--- config.mk ---
export PLATFORM = sky130hd
export DESIGN_NAME = fir_err_monitor
export DESIGN_NICKNAME = d
export VERILOG_FILES = /design/src/rtl/fir_err_monitor_pkg.sv /design/src/rtl/fir_err_monitor_abs_diff.sv /design/src/rtl/fir_err_monitor.sv
export SDC_FILE = /design/constraint.sdc
export NUM_CORES = 1
export LEC_CHECK = 0
export ABC_AREA = 1
export CORE_AREA = 2 2 115 229
export DETAILED_ROUTE_END_ITERATION = 10
export DIE_AREA = 0 0 117 231
export GPL_TIMING_DRIVEN = 0
export SLEW_MARGIN = 20
export SYNTH_ARGS = -nofsm -noshare
export SYNTH_HDL_FRONTEND = slang
export SYNTH_HIERARCHICAL = 1
export SYNTH_SLANG_ARGS = --single-unit
--- constraint.sdc ---
create_clock -name clk -period 2.8 [get_ports clk]
set_input_delay 0.56 -clock clk [delete_from_list [all_inputs] [get_ports clk]]
set_output_delay 0.56 -clock clk [all_outputs]
set_load 0.05 [all_outputs]
--- src/rtl/fir_err_monitor_pkg.sv ---
// Shared types and default sizes for the FIR error monitor
// and the filterfir benches that drive it.
package fir_err_monitor_pkg;

  typedef enum logic [1:0] {
    IDLE  = 2'd0,
    RUN   = 2'd1,
    DRAIN = 2'd2,
    DONE  = 2'd3
  } state_e;

  localparam int DEF_WIDTH = 16;
  localparam int DEF_SUMW  = 32;
  localparam int DEF_NSAMP = 256;

endpackage

--- src/rtl/fir_err_monitor_abs_diff.sv ---
// Combinational |a-b|: a + ~b + 1 through a Sklansky prefix
// carry tree; the carry-out selects a-b or its negation.
module abs_diff #(
  parameter int WIDTH = 16
) (
  input  logic [WIDTH-1:0] a,
  input  logic [WIDTH-1:0] b,
  output logic [WIDTH-1:0] d
);

  localparam int LVLS = $clog2(WIDTH);

  logic [WIDTH-1:0] nb;
  logic [WIDTH-1:0] gg;
  logic [WIDTH-1:0] pp;
  logic [WIDTH-1:0] gt;
  logic [WIDTH-1:0] pt;
  logic [WIDTH:0]   cy;
  logic [WIDTH-1:0] s;
  int               j;

  always_comb begin
    nb = ~b;
    gg = a & nb;
    pp = a ^ nb;
    gt = '0;
    pt = '0;
    j  = 0;
    for (int l = 0; l < LVLS; l++) begin
      gt = gg;
      pt = pp;
      for (int i = 0; i < WIDTH; i++) begin
        if (((i >> l) & 1) == 1) begin
          j     = ((i >> l) << l) - 1;
          gg[i] = gt[i] | (pt[i] & gt[j]);
          pp[i] = pt[i] & pt[j];
        end
      end
    end
    // carry-in of 1 completes the two's complement of b
    cy[0] = 1'b1;
    for (int i = 0; i < WIDTH; i++) begin
      cy[i+1] = gg[i] | pp[i];
    end
    s = (a ^ nb) ^ cy[WIDTH-1:0];
    d = cy[WIDTH] ? s : (~s + 1'b1);
  end

endmodule

--- src/rtl/fir_err_monitor.sv ---
// Compares exact vs approximate FIR outputs over a fixed
// window: error count, saturating |err| sum and max |err|.
module fir_err_monitor
  import fir_err_monitor_pkg::*;
#(
  parameter int WIDTH = DEF_WIDTH,
  parameter int NSAMP = DEF_NSAMP,
  parameter int SUMW  = DEF_SUMW
) (
  input  logic             clk,
  input  logic             rst,
  input  logic             start,
  input  logic             in_valid,
  input  logic [WIDTH-1:0] exact,
  input  logic [WIDTH-1:0] approx,
  output logic             busy,
  output logic             done,
  output logic [15:0]      sample_cnt,
  output logic [15:0]      err_cnt,
  output logic [SUMW-1:0]  sum_abs_err,
  output logic [WIDTH-1:0] max_err
);

  localparam logic [15:0]     NSAMP_C = 16'(NSAMP);
  localparam logic [SUMW-1:0] SUM_MAX = '1;

  state_e           state_q, state_d;
  logic [15:0]      cnt_q, cnt_d;
  logic [WIDTH-1:0] a_q, a_d;
  logic [WIDTH-1:0] b_q, b_d;
  logic             v0_q, v0_d;
  logic [WIDTH-1:0] d1_q, d1_d;
  logic             v1_q, v1_d;
  logic [15:0]      err_q, err_d;
  logic [SUMW-1:0]  sum_q, sum_d;
  logic [WIDTH-1:0] max_q, max_d;
  logic [WIDTH-1:0] diff;
  logic [SUMW:0]    sum_ext;
  logic             clr;
  logic             acc;

  abs_diff #(.WIDTH(WIDTH)) u_abs (
    .a (a_q),
    .b (b_q),
    .d (diff)
  );

  always_comb begin
    state_d = state_q;
    cnt_d   = cnt_q;
    a_d     = a_q;
    b_d     = b_q;
    v0_d    = 1'b0;
    d1_d    = diff;
    v1_d    = v0_q;
    err_d   = err_q;
    sum_d   = sum_q;
    max_d   = max_q;
    clr     = 1'b0;
    acc     = 1'b0;
    sum_ext = {1'b0, sum_q} + {{(SUMW+1-WIDTH){1'b0}}, d1_q};

    unique case (state_q)
      IDLE, DONE: begin
        if (start) begin
          state_d = RUN;
          clr     = 1'b1;
        end
      end
      RUN: begin
        if (cnt_q == NSAMP_C) begin
          state_d = DRAIN;
        end else if (in_valid) begin
          acc = 1'b1;
        end
      end
      DRAIN: state_d = DONE;
      default: state_d = IDLE;
    endcase

    if (acc) begin
      cnt_d = cnt_q + 16'd1;
      a_d   = exact;
      b_d   = approx;
      v0_d  = 1'b1;
    end

    if (v1_q) begin
      err_d = err_q + {15'd0, d1_q != '0};
      sum_d = sum_ext[SUMW] ? SUM_MAX : sum_ext[SUMW-1:0];
      max_d = (d1_q > max_q) ? d1_q : max_q;
    end

    // a new window must not inherit anything in flight
    if (clr) begin
      cnt_d = '0;
      v0_d  = 1'b0;
      v1_d  = 1'b0;
      d1_d  = '0;
      err_d = '0;
      sum_d = '0;
      max_d = '0;
    end
  end

  always_ff @(posedge clk) begin
    if (rst) begin
      state_q <= IDLE;
      cnt_q   <= '0;
      a_q     <= '0;
      b_q     <= '0;
      v0_q    <= 1'b0;
      d1_q    <= '0;
      v1_q    <= 1'b0;
      err_q   <= '0;
      sum_q   <= '0;
      max_q   <= '0;
    end else begin
      state_q <= state_d;
      cnt_q   <= cnt_d;
      a_q     <= a_d;
      b_q     <= b_d;
      v0_q    <= v0_d;
      d1_q    <= d1_d;
      v1_q    <= v1_d;
      err_q   <= err_d;
      sum_q   <= sum_d;
      max_q   <= max_d;
    end
  end

  assign busy        = (state_q == RUN) || (state_q == DRAIN);
  assign done        = (state_q == DONE);
  assign sample_cnt  = cnt_q;
  assign err_cnt     = err_q;
  assign sum_abs_err = sum_q;
  assign max_err     = max_q;

endmodule

==> impl_results.md <==
- Vias/cell: 4.58
- 1st-iter DRT viols: 567
- CP Launch Type: register
- IO Pins: 118
- Reg2reg setup slack: between 0.3 and 0.4 ns
- Clk sinks: 132
- Antenna Cells: 0
- Chip width: ~120 um
- DR vias: 8,552
- Worst path required time: 2.24 ns
- RSZ-0062 raised after global routing: false
- Clock Pin Slew Worst Setup and Hold Paths: 0.06 ns
- CTS Buf Count: 17
- Lkg Pwr: approximately 4.8 nW
- Synthesized area: 8740 sq um
- Final setup margin: 0.172 ns
- Endpoint class of the critical path: output port
- Peak Freq: between 300 and 400 MHz
- Vias in the first global route: 8,129
- Setup Skew: roughly 0.0088 ns
- Cell Rows: 83
- Final Util: between 40 and 50%
- Syn. warnings: 6
- Share of the synthesized area in the top cell type: 30.2%
- Final ANT Viol Nets: 0
- Gp weighted congestion: 0.901
- Average size of a mapped cell: 6.33 sq um
- Setup Buffers After CTS: 0
- Relative slew slack: 54.4%
- Area after DPL: just over 10,000 sq um
- Root buffer cell: clkbuf_16
- Final non-filler cell area: about 11,000 sq um
- Post_cts resized: 0
- CP Class: register to output port
- Final-report hold violation count: 0
- Final HPWL DP: 18,700 um
- Die area: ~27,000 sq um
- Clock buffer depth: 2
- # H-tree levels: 4
- Die Height: 231 um
- Nets: between 1,500 and 2,000
- Status: completed
- Final setup vio count: 0
- Area leader, netlist: dfxtp_1
- Number of distinct library cells after synthesis: 41
- Drt wl/cell: 12.6 um
- Post-Place Worst Slack: 0.235 ns
- First-pass GRT wire length: 39,200 um
- GRT Overall Usage: a little under a fifth
- Drt pass-1 iters: 5
- Post-Synthesis Cells: 1,382
- Period Utilization, post-route: between 90% and 100%
- Post-CTS Hold Buffers: 0
- Grt ovf: 0
- Initial Util: 34.4%
- Crit path max fanout: 3
- CTS tree: done
- Number of antenna violations at the first check in global routing: 0
- Area delta synth->final: 24.3%
- Largest net degree at the start of global routing: 17
- Post-layout min period: 2.63 ns
- Seq cells post-synth: 132
- Top FF cell, synth: dfxtp_1
- Seq/Total Area, Yosys: 30.2%
- Worst path arrival time: about 2.1 ns
- Pwr dens: 813 nW/um^2
- Max-slew violations: 0
- Syn_nets: ~1,500
- # DRC: 0
- VDD IR max: ~0.00049 V
- Max Cap Viol: 0
- Layout filler cell count: 2,725
- Post-synth EDFFs: 0
- Core area: 25,400 sq um
- Setup_tns: 0 ns
- Layout cells sized above 1: 6.34%
- Synth top area cells: dfxtp_1 30%, nand2_1 17%, inv_1 8.5%
- Ys async rst share: 0%
- HP Class: register to register
- Number of port buffers: about 120
- Slew @ Worst Pin: 0.684 ns
- Clock latency on the worst-skew pair: about 0.44 ns
- Routed WL: 23,600 um
state kept, by name, indices dropped and copies added (netlist names):
| signal | flops |
|---|---|
| state_q | 2 |
| b_q | 16 |
| sample_cnt | 16 |
| d1_q | 16 |
| v0_q | 1 |
| sum_abs_err | 32 |
| err_cnt | 16 |
| a_q | 16 |
| max_err | 16 |
| v1_q | 1 |
cells by family after synthesis:
| logic type | count (synthesis) | synth area share [%] |
|---|---|---|
| buffers and inverters | 244 | 11.1 |
| flip-flops | 132 | 30.2 |
| AND/OR/NAND/NOR | 747 | 36.7 |
| XOR/XNOR | 36 | 3.61 |
| adder cells (fa/ha/maj) | 58 | 8.39 |
| AO/OA/AOI/OAI | 165 | 10.0 |
area by class of cell:
cell class	instances	area, sq um	share of cell area (%)
Clock inverter	13	113	1.04
Timing Repair Buffer	116	1160	10.7
Tap cell	340	425	3.91
Buffer	38	195	1.80
Sequential cell	132	2640	24.3
Inverter	206	773	7.11
Multi-Input combinational cell	1006	5130	47.2
Clock buffer	18	429	3.95
power breakdown:
group	internal (mW)	leakage, nW	switching [mW]
Sequential	2.06	1.07	0.194
Combinational	1.61	3.44	2.88
Clock	1.21	0.262	0.887
Total	4.88	4.77	3.96
final timing paths:
check | from | end | depth (start not counted)
setup / recovery | state_q[1] | busy | 4
hold / removal | v0_q | v1_q | 2
setup reg to reg | sum_abs_err[0] | sum_abs_err[9] | 12
hold reg to reg | v0_q | v1_q | 2
routing by layer:
metal / vias up / share of wire (%) / track usage, %
li1: 4625 / - / -
met1: 3712 / 45 / 22.2
met2: 185 / 49 / 31.9
met3: 30 / 3.9 / 3.05
met4: 0 / 2.2 / 6.25
met5: - / 0 / 0
per-stage QoR:
| step | hold WS, ns | power (mW) | std cells |
|---|---|---|---|
| finish | 0.408 | 8.84 | 1869 |
| global route | 0.436 | 9.72 | 1869 |
| floorplan | 0.394 | 5.86 | 1382 |
| global placement | 0.399 | 6.80 | 1838 |
| detailed placement | 0.401 | 6.82 | 1838 |
| CTS | 0.410 | 8.93 | 1869 |
worst max-delay path: stages, from the launching register on:
cell and delay, ns:
dfxtp_1 0.37, inv_1 0.08, ha_1 0.28, inv_1 0.09, clkdlybuf4s50_1 0.81
cells in the mapped netlist, drive strengths merged, types with 2 or more instances:
master	instances
nor3	19
nand4	16
o21a	2
nor4	9
buf	20
and2	3
nand3b	17
inv	206
o21ai	31
nand2	416
nand3	83
dfxtp	132
xnor2	12
a31oi	6
or2	5
clkbuf	18
a21oi	123
ha	57
xor2	24
nor2	177
cells in the final DEF, fill, tap and decap left out, drive strengths merged, types with 6 or more instances in the layout:
master,instances
ha,57
dfxtp,132
nand3b,17
nor2,177
clkinv,8
buf,20
xnor2,12
nor4,9
clkdlybuf4s50,116
a31oi,6
nand4,16
a21oi,123
inv,207
nand3,83
nand2,416
xor2,24
clkbuf,36
nor3,19
o21ai,31
(Power assumes the default switching activity.)
